**config.mk**
```make
export PLATFORM = sky130hd
export DESIGN_NAME = imm_encoder
export DESIGN_NICKNAME = d
export VERILOG_FILES = /design/src/rtl/imm_pkg.sv /design/src/rtl/imm_encoder.sv
export SDC_FILE = /design/constraint.sdc
export NUM_CORES = 1
export LEC_CHECK = 0
export CAP_MARGIN = 20
export CELL_PAD_IN_SITES_DETAIL_PLACEMENT = 1
export CELL_PAD_IN_SITES_GLOBAL_PLACEMENT = 1
export CORE_ASPECT_RATIO = 0.75
export CORE_MARGIN = 2
export CORE_UTILIZATION = 43
export CTS_BUF_LIST = sky130_fd_sc_hd__clkbuf_4 sky130_fd_sc_hd__clkbuf_8
export DETAILED_ROUTE_END_ITERATION = 8
export GPL_TIMING_DRIVEN = 0
export PLACE_DENSITY = 0.93
export SLEW_MARGIN = 20
export SYNTH_ARGS = -nofsm -noshare
export SYNTH_HDL_FRONTEND = slang
export SYNTH_SLANG_ARGS = --single-unit
export TNS_END_PERCENT = 10
```
**constraint.sdc**
```tcl
create_clock -name clk -period 2.3 [get_ports clk]
set_clock_uncertainty 0.15 [all_clocks]
set_input_delay 0.46 -clock clk [delete_from_list [all_inputs] [get_ports clk]]
set_output_delay 0.46 -clock clk [all_outputs]
set_load 0.01 [all_outputs]
```
**src/rtl/imm_pkg.sv**
```systemverilog
// rtl/imm_pkg.sv - immediate class constants, field widths and encoder FSM states
package imm_pkg;

   localparam logic [1:0] IMM_DP8  = 2'd0;
   localparam logic [1:0] IMM_DP12 = 2'd1;
   localparam logic [1:0] IMM_BR   = 2'd2;

   localparam int IMM_W = 24;
   localparam int ROT_W = 4;

   typedef enum logic [1:0] {
      ST_IDLE   = 2'd0,
      ST_SEARCH = 2'd1,
      ST_DONE   = 2'd2
   } imm_state_e;

endpackage

```
**src/rtl/imm_encoder.sv**
```systemverilog
// rtl/imm_encoder.sv - encodes a 32-bit constant into the 24-bit immediate field of a class
// Class 0 searches even left-rotations for an 8-bit fit; the other classes resolve in one SEARCH cycle.
module imm_encoder
   import imm_pkg::*;
#(
   parameter bit ROT_EN    = 1'b1,
   parameter int ROT_STEPS = 16
) (
   input  logic             clk,
   input  logic             rst_n,
   input  logic             in_valid,
   output logic             in_ready,
   input  logic [1:0]       imm_src,
   input  logic [31:0]      value,
   output logic             out_valid,
   input  logic             out_ready,
   output logic [IMM_W-1:0] imm,
   output logic             ok
);

   imm_state_e       r_state;
   imm_state_e       w_state_nxt;
   logic [31:0]      r_rreg;
   logic [ROT_W-1:0] r_rot;
   logic [1:0]       r_src;
   logic             r_tested;
   logic             r_hit;
   logic             r_hit_last;
   logic [ROT_W-1:0] r_hit_rot;
   logic [7:0]       r_hit_byte;
   logic [IMM_W-1:0] r_imm;
   logic             r_ok;

   logic             w_accept;
   logic             w_last_cand;
   logic             w_res_load;
   logic [IMM_W-1:0] w_res_imm;
   logic             w_res_ok;
   logic [IMM_W:0]   w_fixed;

   function automatic logic [IMM_W:0] f_encode_fixed(input logic [1:0] src, input logic [31:0] v);
      logic [IMM_W:0] res;
      res = '0;
      case (src)
         IMM_DP12: if (v[31:12] == 20'd0) res = {1'b1, 12'd0, v[11:0]};
         IMM_BR:   if (v[1:0] == 2'd0 && v[31:26] == 6'd0) res = {1'b1, v[25:2]};
         default:  res = '0;
      endcase
      return res;
   endfunction

   assign w_accept    = in_valid && (r_state == ST_IDLE);
   assign w_last_cand = (ROT_EN == 1'b0) || (r_rot == ROT_W'(ROT_STEPS - 1));
   assign w_fixed     = f_encode_fixed(r_src, r_rreg);

   // Decisions use the zero test registered on the previous cycle, so each
   // candidate costs one cycle plus one cycle of pipeline before DONE.
   always_comb begin
      w_state_nxt = r_state;
      w_res_load  = 1'b0;
      w_res_imm   = '0;
      w_res_ok    = 1'b0;
      case (r_state)
         ST_IDLE: begin
            if (w_accept) w_state_nxt = ST_SEARCH;
         end
         ST_SEARCH: begin
            if (r_src != IMM_DP8) begin
               w_res_load  = 1'b1;
               w_res_imm   = w_fixed[IMM_W-1:0];
               w_res_ok    = w_fixed[IMM_W];
               w_state_nxt = ST_DONE;
            end else if (r_tested && r_hit) begin
               w_res_load  = 1'b1;
               w_res_imm   = {12'd0, r_hit_rot, r_hit_byte};
               w_res_ok    = 1'b1;
               w_state_nxt = ST_DONE;
            end else if (r_tested && r_hit_last) begin
               w_res_load  = 1'b1;
               w_state_nxt = ST_DONE;
            end
         end
         ST_DONE: begin
            if (out_ready) w_state_nxt = ST_IDLE;
         end
         default: w_state_nxt = ST_IDLE;
      endcase
   end

   always_ff @(posedge clk or negedge rst_n) begin
      if (!rst_n) begin
         r_state    <= ST_IDLE;
         r_rreg     <= '0;
         r_rot      <= '0;
         r_src      <= '0;
         r_tested   <= 1'b0;
         r_hit      <= 1'b0;
         r_hit_last <= 1'b0;
         r_hit_rot  <= '0;
         r_hit_byte <= '0;
         r_imm      <= '0;
         r_ok       <= 1'b0;
      end else begin
         r_state <= w_state_nxt;
         if (w_accept) begin
            r_rreg   <= value;
            r_src    <= imm_src;
            r_rot    <= '0;
            r_tested <= 1'b0;
         end else if (r_state == ST_SEARCH && r_src == IMM_DP8) begin
            r_tested   <= 1'b1;
            r_hit      <= (r_rreg[31:8] == 24'd0);
            r_hit_last <= w_last_cand;
            r_hit_rot  <= r_rot;
            r_hit_byte <= r_rreg[7:0];
            if (!w_last_cand) begin
               r_rreg <= {r_rreg[29:0], r_rreg[31:30]};
               r_rot  <= r_rot + 1'b1;
            end
         end
         if (w_res_load) begin
            r_imm <= w_res_imm;
            r_ok  <= w_res_ok;
         end
      end
   end

   assign in_ready  = (r_state == ST_IDLE);
   assign out_valid = (r_state == ST_DONE);
   assign imm       = r_imm;
   assign ok        = r_ok;

endmodule
```
# Word level (Yosys, flattened, before mapping)
# Index checks and enable logic that the tools add are counted.
# word_totals
reg_bits	80
latch_bits	0
ram_bits	0
mem_bits_ro	0
inputBits	38
output_inout_bits	27
word_cells	65
n_memories	0
# op_classes
addsub	1
mul	0
div	0
n_lt_le_gt_ge	0
n_eq_ne	9
shift	0
n_mux	27
n_bitwise	1
n_reduce_logical	16
# op_table
op	count
$mux 32	3
$mux 25	2
$pmux 25 s2	1
$mux 24	2
$logic_not 24->1	1
$logic_not 20->1	1
$mux 12	1
$mux 4	3
$mux 2	5
$mux 1	9
$logic_not 2->1	3
$logic_not 6->1	1
$pmux 2 s3	1
$logic_and 1x1->1	5
$add 4x1->4 const B	1
$eq 2x1->1 const B	2
$eq 2x2->1 const B	2
$eq 4x4->1 const B	1
$ne 2x1->1 const B	2
$ne 4x4->1 const B	1
$reduce_and 2->1	2
$reduce_bool 2->1	2
$reduce_and 3->1	1
$ne 2x2->1 const B	1
$not 1->1	1

# Longest topological paths before layout
# Gate-level depths: netlist of run 1.
# logic_depth
ltp_word	6
depth_mapped	8
ltp_nobuf	6

# Least setup slack after synthesis of run 1
# No wires, ideal clock.
# synth_timing
path_type	reg2reg
startpoint	register r_src[0]
endpoint	register r_imm[2] (netlist: imm[2])
arrival_time_ns	1.773
required_time_ns	2.046
path_slack_ns	0.274
path_stages_with_launch	8
n_path_buf	2
period_less_slack_ns	2.026
cell_sequence	dfrtp_1 inv_1 ha_1 and3_1 clkbuf_2 clkbuf_1 a21oi_1 a221oi_1
# synth_via
elab_chain_len	4
elab_cells_between_ends	8
# synth_rtl
element	line_no	source
from (decl)	imm_encoder.sv:25	logic [1:0] r_src;
from (signal assigned)	imm_encoder.sv:107	r_src <= imm_src;
$eq 2x2->1 or $eq 2x1->1 (tied branches)	imm_encoder.sv:44	case (src)
$pmux 25 s2	imm_encoder.sv:44	
$mux 24	imm_encoder.sv:68	if (r_src != IMM_DP8) begin
$mux 24	imm_encoder.sv:63	case (r_state)
to (signal assigned)	imm_encoder.sv:122	r_imm <= w_res_imm;
to (decl)	imm_encoder.sv:31	logic [IMM_W-1:0] r_imm;
# Several ways; a longest one is shown, not always the timed one.
# A chain may end at the register's enable or synchronous reset.

# Worst setup path after layout of run 1
# layout_timing
startpoint	register r_src[1]
endpoint	register r_imm[20] (netlist: imm[20])
# The elaborated chain is that of the path after synthesis.

==> impl_metrics.prom, run 1 <==
# TYPE chip_impl_metric gauge
chip_impl_metric{name="syn-num-nets",unit=""} 394
chip_impl_metric{name="grt_overflow",unit=""} 0
chip_impl_info{name="crit_path_start_kind",value="register"} 1
chip_impl_metric{name="post_synth_num_cell_types",unit=""} 41
chip_impl_metric{name="drt-wirelength-per-cell",unit="um"} 21.7
chip_impl_info{name="cts_root_buffer_type",value="sky130_fd_sc_hd__clkbuf_8"} 1
chip_impl_metric{name="combinationalPowerShare",unit="%"} 42.2
chip_impl_info{name="routed.top_layer",value="met4"} 1
chip_impl_metric{name="number_of_detailed_route_iterations_in_the_first_pass",unit=""} 4
chip_impl_info{name="cp_cell_sequence",value="inv_1 -> ha_1 -> nor2b_1 -> clkbuf_1 -> and4_1 -> buf_2 -> a22o_1"} 1
chip_impl_metric{name="power.share.clock",unit="%"} 15.2
chip_impl_metric{name="final_max_slew_viol_count",unit=""} 0
chip_impl_metric{name="timing.critical_path.fanout_max",unit=""} 10
chip_impl_info{name="rsz0062_at_grt",value="yes"} 1
chip_impl_metric{name="cts.clk_slew.worst_paths",unit="ns"} 0.09
chip_impl_metric{name="final_stage_net_count",unit=""} 470
chip_impl_metric{name="synth_seq_cells",unit=""} 80
chip_impl_metric{name="vias",unit=""} 3236
chip_impl_metric{name="floorplan_core_area",unit="mm2"} 0.00893
chip_impl_metric{name="ys_seq_area_share",unit="%"} 51.4
chip_impl_metric{name="synthesized_cell_area",unit="mm2"} 0.00389
chip_impl_info{name="critical_path_class",value="reg2reg"} 1
chip_impl_metric{name="dp_hpwl",unit="um"} 8300
chip_impl_metric{name="cts-htree-levels",unit=""} 3
chip_impl_info{name="run_status",value="finished with violations"} 1
chip_impl_metric{name="die-width",unit="um"} 114
chip_impl_metric{name="io_buf_count",unit=""} 64
chip_impl_metric{name="setup.reg_to_reg.worst_slack",unit="ns"} -0.008
chip_impl_metric{name="wl",unit="um"} 11800
chip_impl_metric{name="crit_path_max_incr_delay",unit="ns"} 0.39
chip_impl_metric{name="drive_gt1_share",unit="%"} 16.4
chip_impl_metric{name="number_of_antenna_violations_at_the_first_check_in_global_routing",unit=""} 0
chip_impl_info{name="netlist.top_cell.by_area",value="sky130_fd_sc_hd__dfrtp_1"} 1
chip_impl_metric{name="grt_pass1_wl",unit="um"} 19500
chip_impl_metric{name="first_global_vias",unit=""} 3630
chip_impl_metric{name="post_synth_inst_count",unit=""} 352
chip_impl_metric{name="die-area",unit="mm2"} 0.00984
chip_impl_metric{name="antenna_left",unit=""} 0
chip_impl_info{name="worst_setup_path_end_kind",value="register"} 1
chip_impl_metric{name="p_int",unit="mW"} 3.49
chip_impl_metric{name="post-route-worst-setup-slack",unit="ns"} -0.00803
chip_impl_metric{name="switching_share",unit="%"} 43.0
chip_impl_metric{name="starting_density_of_the_core",unit="%"} 43.6
chip_impl_info{name="r2r-end",value="imm[20]"} 1
chip_impl_metric{name="clock_insertion_delay_worst_skew",unit="ns"} 0.37
chip_impl_metric{name="synth_top_area_share",unit="%"} 51.4
chip_impl_metric{name="max_cap_violations",unit=""} 0
chip_impl_metric{name="grt_start_max_net_pins",unit=""} 44
chip_impl_metric{name="cts_inserted_buffers",unit=""} 9
chip_impl_metric{name="groute.usage.overall",unit="%"} 26.1
chip_impl_metric{name="worst-r2r-cell-count",unit=""} 7
chip_impl_info{name="synth_common_cells",value="sky130_fd_sc_hd__dfrtp_1 (80), sky130_fd_sc_hd__nand2_1 (40), sky130_fd_sc_hd__mux2i_1 (33), sky130_fd_sc_hd__o21ai_1 (26)"} 1
chip_impl_metric{name="fmax",unit="MHz"} 433
chip_impl_metric{name="maxSlewHeadroom",unit="%"} 65.4
chip_impl_metric{name="number_of_placement_rows",unit=""} 30
chip_impl_info{name="cell_with_the_most_instances_after_synthesis",value="sky130_fd_sc_hd__dfrtp_1"} 1
chip_impl_metric{name="power.density_cell_area",unit="mW/mm2"} 1250
chip_impl_metric{name="ys_async_sr_fraction",unit="%"} 100
chip_impl_metric{name="final.setup.tns",unit="ns"} -0.00967
chip_impl_metric{name="detail_route.wirelength.met1",unit="um"} 5130
chip_impl_info{name="biggest_area_contributors_in_the_synthesized_netlist",value="sky130_fd_sc_hd__dfrtp_1 (51%), sky130_fd_sc_hd__mux2i_1 (8.5%), sky130_fd_sc_hd__a221oi_2 (4.2%), sky130_fd_sc_hd__nand2_1 (3.9%), sky130_fd_sc_hd__mux2_2 (3.5%)"} 1
chip_impl_metric{name="final-hold-violation-count",unit=""} 0
chip_impl_metric{name="timing.critical_path.required",unit="ns"} 2.46
chip_impl_info{name="min_delay_worst_endpoint",value="imm[22]"} 1
chip_impl_metric{name="clkSinkCount",unit=""} 80
chip_impl_metric{name="design.portCount",unit=""} 65
chip_impl_metric{name="edff_count_synth",unit=""} 0
chip_impl_metric{name="cellLeakagePower",unit="nW"} 2.07
chip_impl_metric{name="cts-root-to-sink-buffers",unit=""} 2
chip_impl_metric{name="min_period",unit="ns"} 2.31
chip_impl_metric{name="worst_hold_path.num_cells",unit=""} 2
chip_impl_info{name="cts_tree",value="done"} 1
chip_impl_metric{name="drc",unit=""} 0
chip_impl_metric{name="setup_viol",unit=""} 2
chip_impl_info{name="failed_checks",value="negative setup slack"} 1
chip_impl_metric{name="p_seq_share",unit="%"} 42.6
chip_impl_metric{name="syn_to_final_growth",unit="%"} 25.9
chip_impl_metric{name="power.total",unit="mW"} 6.13
chip_impl_metric{name="cts.repair_timing.setup_buffer_count",unit=""} 0
chip_impl_info{name="critPathSlowestCell",value="sky130_fd_sc_hd__clkbuf_1"} 1
chip_impl_metric{name="post_drt_via_cell_ratio",unit=""} 5.95
chip_impl_info{name="yosys_most_used_dff",value="sky130_fd_sc_hd__dfrtp_1"} 1
chip_impl_metric{name="ys.warnings.count",unit=""} 0
chip_impl_metric{name="die_h",unit="um"} 86.4
chip_impl_metric{name="timing.critical_path.arrival",unit="ns"} 2.46
chip_impl_metric{name="number_of_diodes",unit=""} 0
chip_impl_metric{name="ir_drop",unit="mV"} 0.402
chip_impl_metric{name="fin_crit_sh",unit="%"} 100
chip_impl_metric{name="power.net_switching",unit="mW"} 2.63
chip_impl_metric{name="mapped_avg_cell_area",unit="um2"} 11.1
chip_impl_metric{name="met2_wirelength",unit="um"} 5700
chip_impl_metric{name="met3_wirelength",unit="um"} 709
chip_impl_metric{name="worst-slew-pin-transition",unit="ns"} 0.519
chip_impl_metric{name="globalplace.congestion",unit=""} 0.874
chip_impl_info{name="rr_startpoint",value="r_src[1]"} 1
chip_impl_metric{name="initialDrtViolationCount",unit=""} 141
chip_impl_info{name="timing.hold.worst.class",value="reg2reg"} 1
chip_impl_info{name="hp-start",value="imm[22]"} 1
cells by family (layout without fill, tap and decap cells):
family	after synthesis	count (layout)	synth area share, %
flops	80	80	51.4
simple gates	90	90	11.7
buf+inv	34	114	3.70
mux	45	45	12.0
compound gates	97	97	19.4
fa+ha+maj	4	4	1.29
xor+xnor	2	2	0.450
power by group through the flow:
stage,registers [mW],logic (mW),clock network (mW)
final,2.61,2.58,0.933
after global routing,2.68,2.83,1.01
after CTS,2.58,2.57,0.939
after detailed placement,2.60,2.52,0
after global placement,2.53,2.37,0
after floorplan,2.40,1.67,0
state kept, by name, summed over array words and instances, names as in the netlist:
signal / count
r_rreg: 32
imm: 24
ok: 1
r_hit_byte: 8
r_hit_last: 1
r_rot: 4
r_hit: 1
r_tested: 1
r_state: 2
r_src: 2
r_hit_rot: 4
through the flow:
step | hold slack (ns) | setup WS, ns | std cells | area, um2 | util [%]
3_5_place_dp | 0.309 | -0.193 | 529 | 4690 | 52.5
6_report | 0.325 | -0.00803 | 544 | 4900 | 54.9
4_1_cts | 0.326 | -0.000479 | 545 | 4880 | 54.6
3_3_place_gp | 0.305 | -2.15 | 528 | 4670 | 52.3
2_1_floorplan | 0.0144 | 0.274 | 352 | 3890 | -
5_1_grt | 0.379 | -0.0840 | 544 | 4900 | 54.9
layout make-up:
type,instances,area (um2)
buffer,27,144
clock buffer,10,131
clock inverter,5,35.0
fill,984,4030
inverter,6,22.5
multi-input combinational,238,1760
sequential,80,2000
tap,112,140
timing repair buffer,66,668
how the worst max path moves through the flow:
stage | start | end | slack, ns | cells past startpoint
floorplan | r_src[0] | imm[2] | 0.27 | 7
global route | r_src[1] | r_rreg[10] | -0.08 | 8
global placement | rst_n | r_rreg[17] | -2.15 | 1
finish | r_src[1] | imm[20] | -0.008 | 7
CTS | r_rreg[23] | imm[11] | -0.0005 | 6
detailed placement | r_src[0] | r_hit_byte[7] | -0.19 | 6
cells in the final DEF (no fill, tap or decap), drive strengths merged, types with 2 or more instances in the layout:
master / instances
dfrtp: 80
mux2: 12
clkbuf: 25
nor4: 4
nand2: 40
nor2: 17
and4: 2
o21ai: 40
a221oi: 17
mux2i: 33
clkinv: 4
clkdlybuf4s50: 63
nand3: 3
buf: 14
a211oi: 14
inv: 6
nor2b: 2
ha: 4
a22o: 11
o21a: 2
a21oi: 9
xnor2: 2
nand4: 13
worst max-delay path: cells and delay by family (launching register included):
| kind | cells | cell delay [ns] |
|---|---|---|
| compound gates | 1 | 0.19 |
| simple gates | 2 | 0.46 |
| flops | 1 | 0.38 |
| fa+ha+maj | 1 | 0.31 |
| buf+inv | 3 | 0.76 |
layer usage:
layer  global-route usage (%)  up-vias
met5                        0        -
met4                     9.31        0
met3                     6.99       23
met2                     42.1      111
met1                     34.3     1657
li1                         -     1445
repair_timing:
item,CTS,global route
pin swaps,0,1
cloned,0,0
hold endpoints to repair,37,0
gates resized for setup,7,20
endpoints found under the setup margin,46,53
hold buffers,1,0
No activity file was read; power rests on OpenSTA's default activity.
==> run 2: changes to the inputs <==
--- a/config.mk
+++ b/config.mk
@@ -14,9 +14,10 @@
 export CTS_BUF_LIST = sky130_fd_sc_hd__clkbuf_4 sky130_fd_sc_hd__clkbuf_8
 export DETAILED_ROUTE_END_ITERATION = 8
 export GPL_TIMING_DRIVEN = 0
+export HOLD_SLACK_MARGIN = 0.12
 export PLACE_DENSITY = 0.93
 export SLEW_MARGIN = 20
 export SYNTH_ARGS = -nofsm -noshare
 export SYNTH_HDL_FRONTEND = slang
 export SYNTH_SLANG_ARGS = --single-unit
-export TNS_END_PERCENT = 10
+export TNS_END_PERCENT = 30
==> impl_metrics.prom, run 2 (synthesis gave the netlist of run 1 again) <==
# TYPE chip_impl_metric gauge
chip_impl_metric{name="whs",unit="ns"} 0.324
chip_impl_metric{name="largest_register_ffs",unit=""} 32
chip_impl_metric{name="combinationalPowerShare",unit="%"} 42.8
chip_impl_metric{name="grt_overflow",unit=""} 0
chip_impl_metric{name="number_of_antenna_violations_at_the_first_check_in_global_routing",unit=""} 0
chip_impl_metric{name="detailedPlace.worstSlack",unit="ns"} -0.193
chip_impl_metric{name="groute.usage.overall",unit="%"} 26.1
chip_impl_info{name="max_flop_register",value="r_rreg"} 1
chip_impl_info{name="cts_root_buffer_type",value="sky130_fd_sc_hd__clkbuf_8"} 1
chip_impl_info{name="timing.critical_path.max_delay_family",value="buffers and inverters"} 1
chip_impl_metric{name="min_period",unit="ns"} 2.33
chip_impl_info{name="layout_commonest_cell",value="sky130_fd_sc_hd__dfrtp_1"} 1
chip_impl_info{name="routed.top_layer",value="met4"} 1
chip_impl_metric{name="p_int",unit="mW"} 3.52
chip_impl_info{name="worst_setup_path_end_kind",value="register"} 1
chip_impl_metric{name="antenna_left",unit=""} 0
chip_impl_metric{name="number_of_detailed_route_iterations_in_the_first_pass",unit=""} 4
chip_impl_metric{name="die_h",unit="um"} 86.4
chip_impl_info{name="run_status",value="finished with violations"} 1
chip_impl_info{name="rsz0062_at_grt",value="yes"} 1
chip_impl_metric{name="floorplan_core_area",unit="mm2"} 0.00893
chip_impl_metric{name="met3_wirelength",unit="um"} 669
chip_impl_metric{name="power.net_switching",unit="mW"} 2.68
chip_impl_metric{name="cts_inserted_buffers",unit=""} 9
chip_impl_metric{name="number_of_diodes",unit=""} 0
chip_impl_metric{name="power.share.clock",unit="%"} 15.0
chip_impl_metric{name="die-area",unit="mm2"} 0.00984
chip_impl_metric{name="timing.critical_path.required",unit="ns"} 2.45
chip_impl_metric{name="met2_wirelength",unit="um"} 5820
chip_impl_metric{name="drc",unit=""} 0
chip_impl_metric{name="fin_util",unit="%"} 55.1
chip_impl_metric{name="globalplace.congestion",unit=""} 0.874
chip_impl_info{name="critPathSlowestCell",value="sky130_fd_sc_hd__clkbuf_1"} 1
chip_impl_metric{name="clock_insertion_delay_worst_skew",unit="ns"} 0.36
chip_impl_info{name="crit_path_start_kind",value="register"} 1
chip_impl_metric{name="starting_density_of_the_core",unit="%"} 43.6
chip_impl_metric{name="fmax",unit="MHz"} 429
chip_impl_metric{name="final_stage_net_count",unit=""} 473
chip_impl_metric{name="maxSlewHeadroom",unit="%"} 64.8
chip_impl_metric{name="initialDrtViolationCount",unit=""} 176
chip_impl_metric{name="num-fill-cells",unit=""} 978
chip_impl_metric{name="wl",unit="um"} 12100
chip_impl_metric{name="io_buf_count",unit=""} 64
chip_impl_info{name="cp_cell_sequence",value="inv_1 -> ha_1 -> nor2b_1 -> clkbuf_1 -> and4_1 -> buf_2 -> a22o_1"} 1
chip_impl_metric{name="max_cap_violations",unit=""} 0
chip_impl_metric{name="final_max_slew_viol_count",unit=""} 0
chip_impl_metric{name="cts-htree-levels",unit=""} 3
chip_impl_metric{name="post-route-worst-setup-slack",unit="ns"} -0.0290
chip_impl_metric{name="cts-root-to-sink-buffers",unit=""} 2
chip_impl_info{name="critical_path_class",value="reg2reg"} 1
chip_impl_metric{name="setup.reg_to_reg.worst_slack",unit="ns"} -0.03
chip_impl_metric{name="timing.critical_path.fanout_max",unit=""} 10
chip_impl_metric{name="cp_num_buf_inv",unit=""} 3
chip_impl_metric{name="cellLeakagePower",unit="nW"} 2.08
chip_impl_metric{name="number_of_placement_rows",unit=""} 30
chip_impl_metric{name="post_drt_via_cell_ratio",unit=""} 6.10
chip_impl_metric{name="p_seq_share",unit="%"} 42.2
chip_impl_metric{name="worst-slew-pin-transition",unit="ns"} 0.528
chip_impl_metric{name="detail_route.wirelength.met1",unit="um"} 5390
chip_impl_metric{name="design.portCount",unit=""} 65
chip_impl_metric{name="crit_path_max_incr_delay",unit="ns"} 0.40
chip_impl_metric{name="ir_drop",unit="mV"} 0.427
chip_impl_metric{name="power.density_cell_area",unit="mW/mm2"} 1260
chip_impl_metric{name="switching_share",unit="%"} 43.2
chip_impl_metric{name="vias",unit=""} 3335
chip_impl_info{name="final_cell_mix",value="sky130_fd_sc_hd__dfrtp_1 (80), sky130_fd_sc_hd__clkdlybuf4s50_1 (63), sky130_fd_sc_hd__nand2_1 (40)"} 1
chip_impl_metric{name="final-hold-violation-count",unit=""} 0
chip_impl_metric{name="clkSinkCount",unit=""} 80
chip_impl_metric{name="syn_to_final_growth",unit="%"} 26.5
chip_impl_metric{name="first_global_vias",unit=""} 3630
chip_impl_info{name="timing.hold.worst.class",value="reg2reg"} 1
chip_impl_metric{name="timing.critical_path.arrival",unit="ns"} 2.48
chip_impl_metric{name="drive_gt1_share",unit="%"} 17.0
chip_impl_metric{name="fin_crit_sh",unit="%"} 101
chip_impl_metric{name="setup_viol",unit=""} 7
chip_impl_metric{name="final.setup.tns",unit="ns"} -0.0577
chip_impl_metric{name="die-width",unit="um"} 114
chip_impl_info{name="failed_checks",value="negative setup slack"} 1
chip_impl_metric{name="grt_start_max_net_pins",unit=""} 44
chip_impl_metric{name="cts.clk_slew.worst_paths",unit="ns"} 0.09
chip_impl_metric{name="dp_hpwl",unit="um"} 8300
chip_impl_metric{name="drt-wirelength-per-cell",unit="um"} 22.2
chip_impl_metric{name="grt_pass1_wl",unit="um"} 19500
chip_impl_info{name="cts_tree",value="done"} 1
## run 2: worst reg2reg max path, stage by stage (launching register included)
cell                       delay (ns)
sky130_fd_sc_hd__dfrtp_1         0.37
sky130_fd_sc_hd__inv_1           0.09
sky130_fd_sc_hd__ha_1            0.32
sky130_fd_sc_hd__nor2b_1         0.16
sky130_fd_sc_hd__clkbuf_1        0.40
sky130_fd_sc_hd__and4_1          0.32
sky130_fd_sc_hd__buf_2           0.27
sky130_fd_sc_hd__a22o_1          0.19
## run 2: repair_timing
item	CTS	global route
gates resized for setup	8	17
cloned	0	0
hold endpoints to repair	37	0
hold buffers	1	0
pin swaps	0	1
endpoints found under the setup margin	46	53
setup buffers	0	3
## run 2: final cells by class
cell class	instances	area, um2	share of cell area, %
inverter	6	22.5	0.457
buffer	27	144	2.92
multi-input combinational	238	1760	35.7
clock buffer	10	131	2.67
clock inverter	5	35.0	0.712
timing repair buffer	69	691	14.0
sequential	80	2000	40.7
tap	112	140	2.85
## run 2: path summary, 6_finish.rpt
check,from,endpoint,cells past startpoint
max in group asynchronous,rst_n,r_rreg[10],3
hold / removal,imm[22],imm[22],2
setup reg to reg,r_src[1],imm[20],7
hold reg to reg,imm[22],imm[22],2
setup / recovery,r_src[1],imm[20],7
min in group asynchronous,rst_n,r_state[1],2
## run 2: per-stage QoR
stage	area, um2	cells	total power, mW
floorplan	3890	352	4.07
finish	4920	547	6.20
CTS	4880	545	6.09
global placement	4670	528	4.90
global route	4920	547	6.56
detailed placement	4690	529	5.12
## run 2: power groups by stage
stage                     Sequential [mW]  Clock (mW)  Combinational (mW)
after floorplan                      2.40           0                1.67
after global placement               2.53           0                2.37
after detailed placement             2.60           0                2.52
after CTS                            2.58       0.939                2.57
after global routing                 2.68        1.01                2.88
final                                2.61       0.932                2.65
## run 2: metal layers
metal  up-vias  global-route usage [%]
met1      1727                    34.3
met5         -                       0
met3        28                    6.99
met4         0                    9.31
met2       117                    42.1
li1       1463                       -
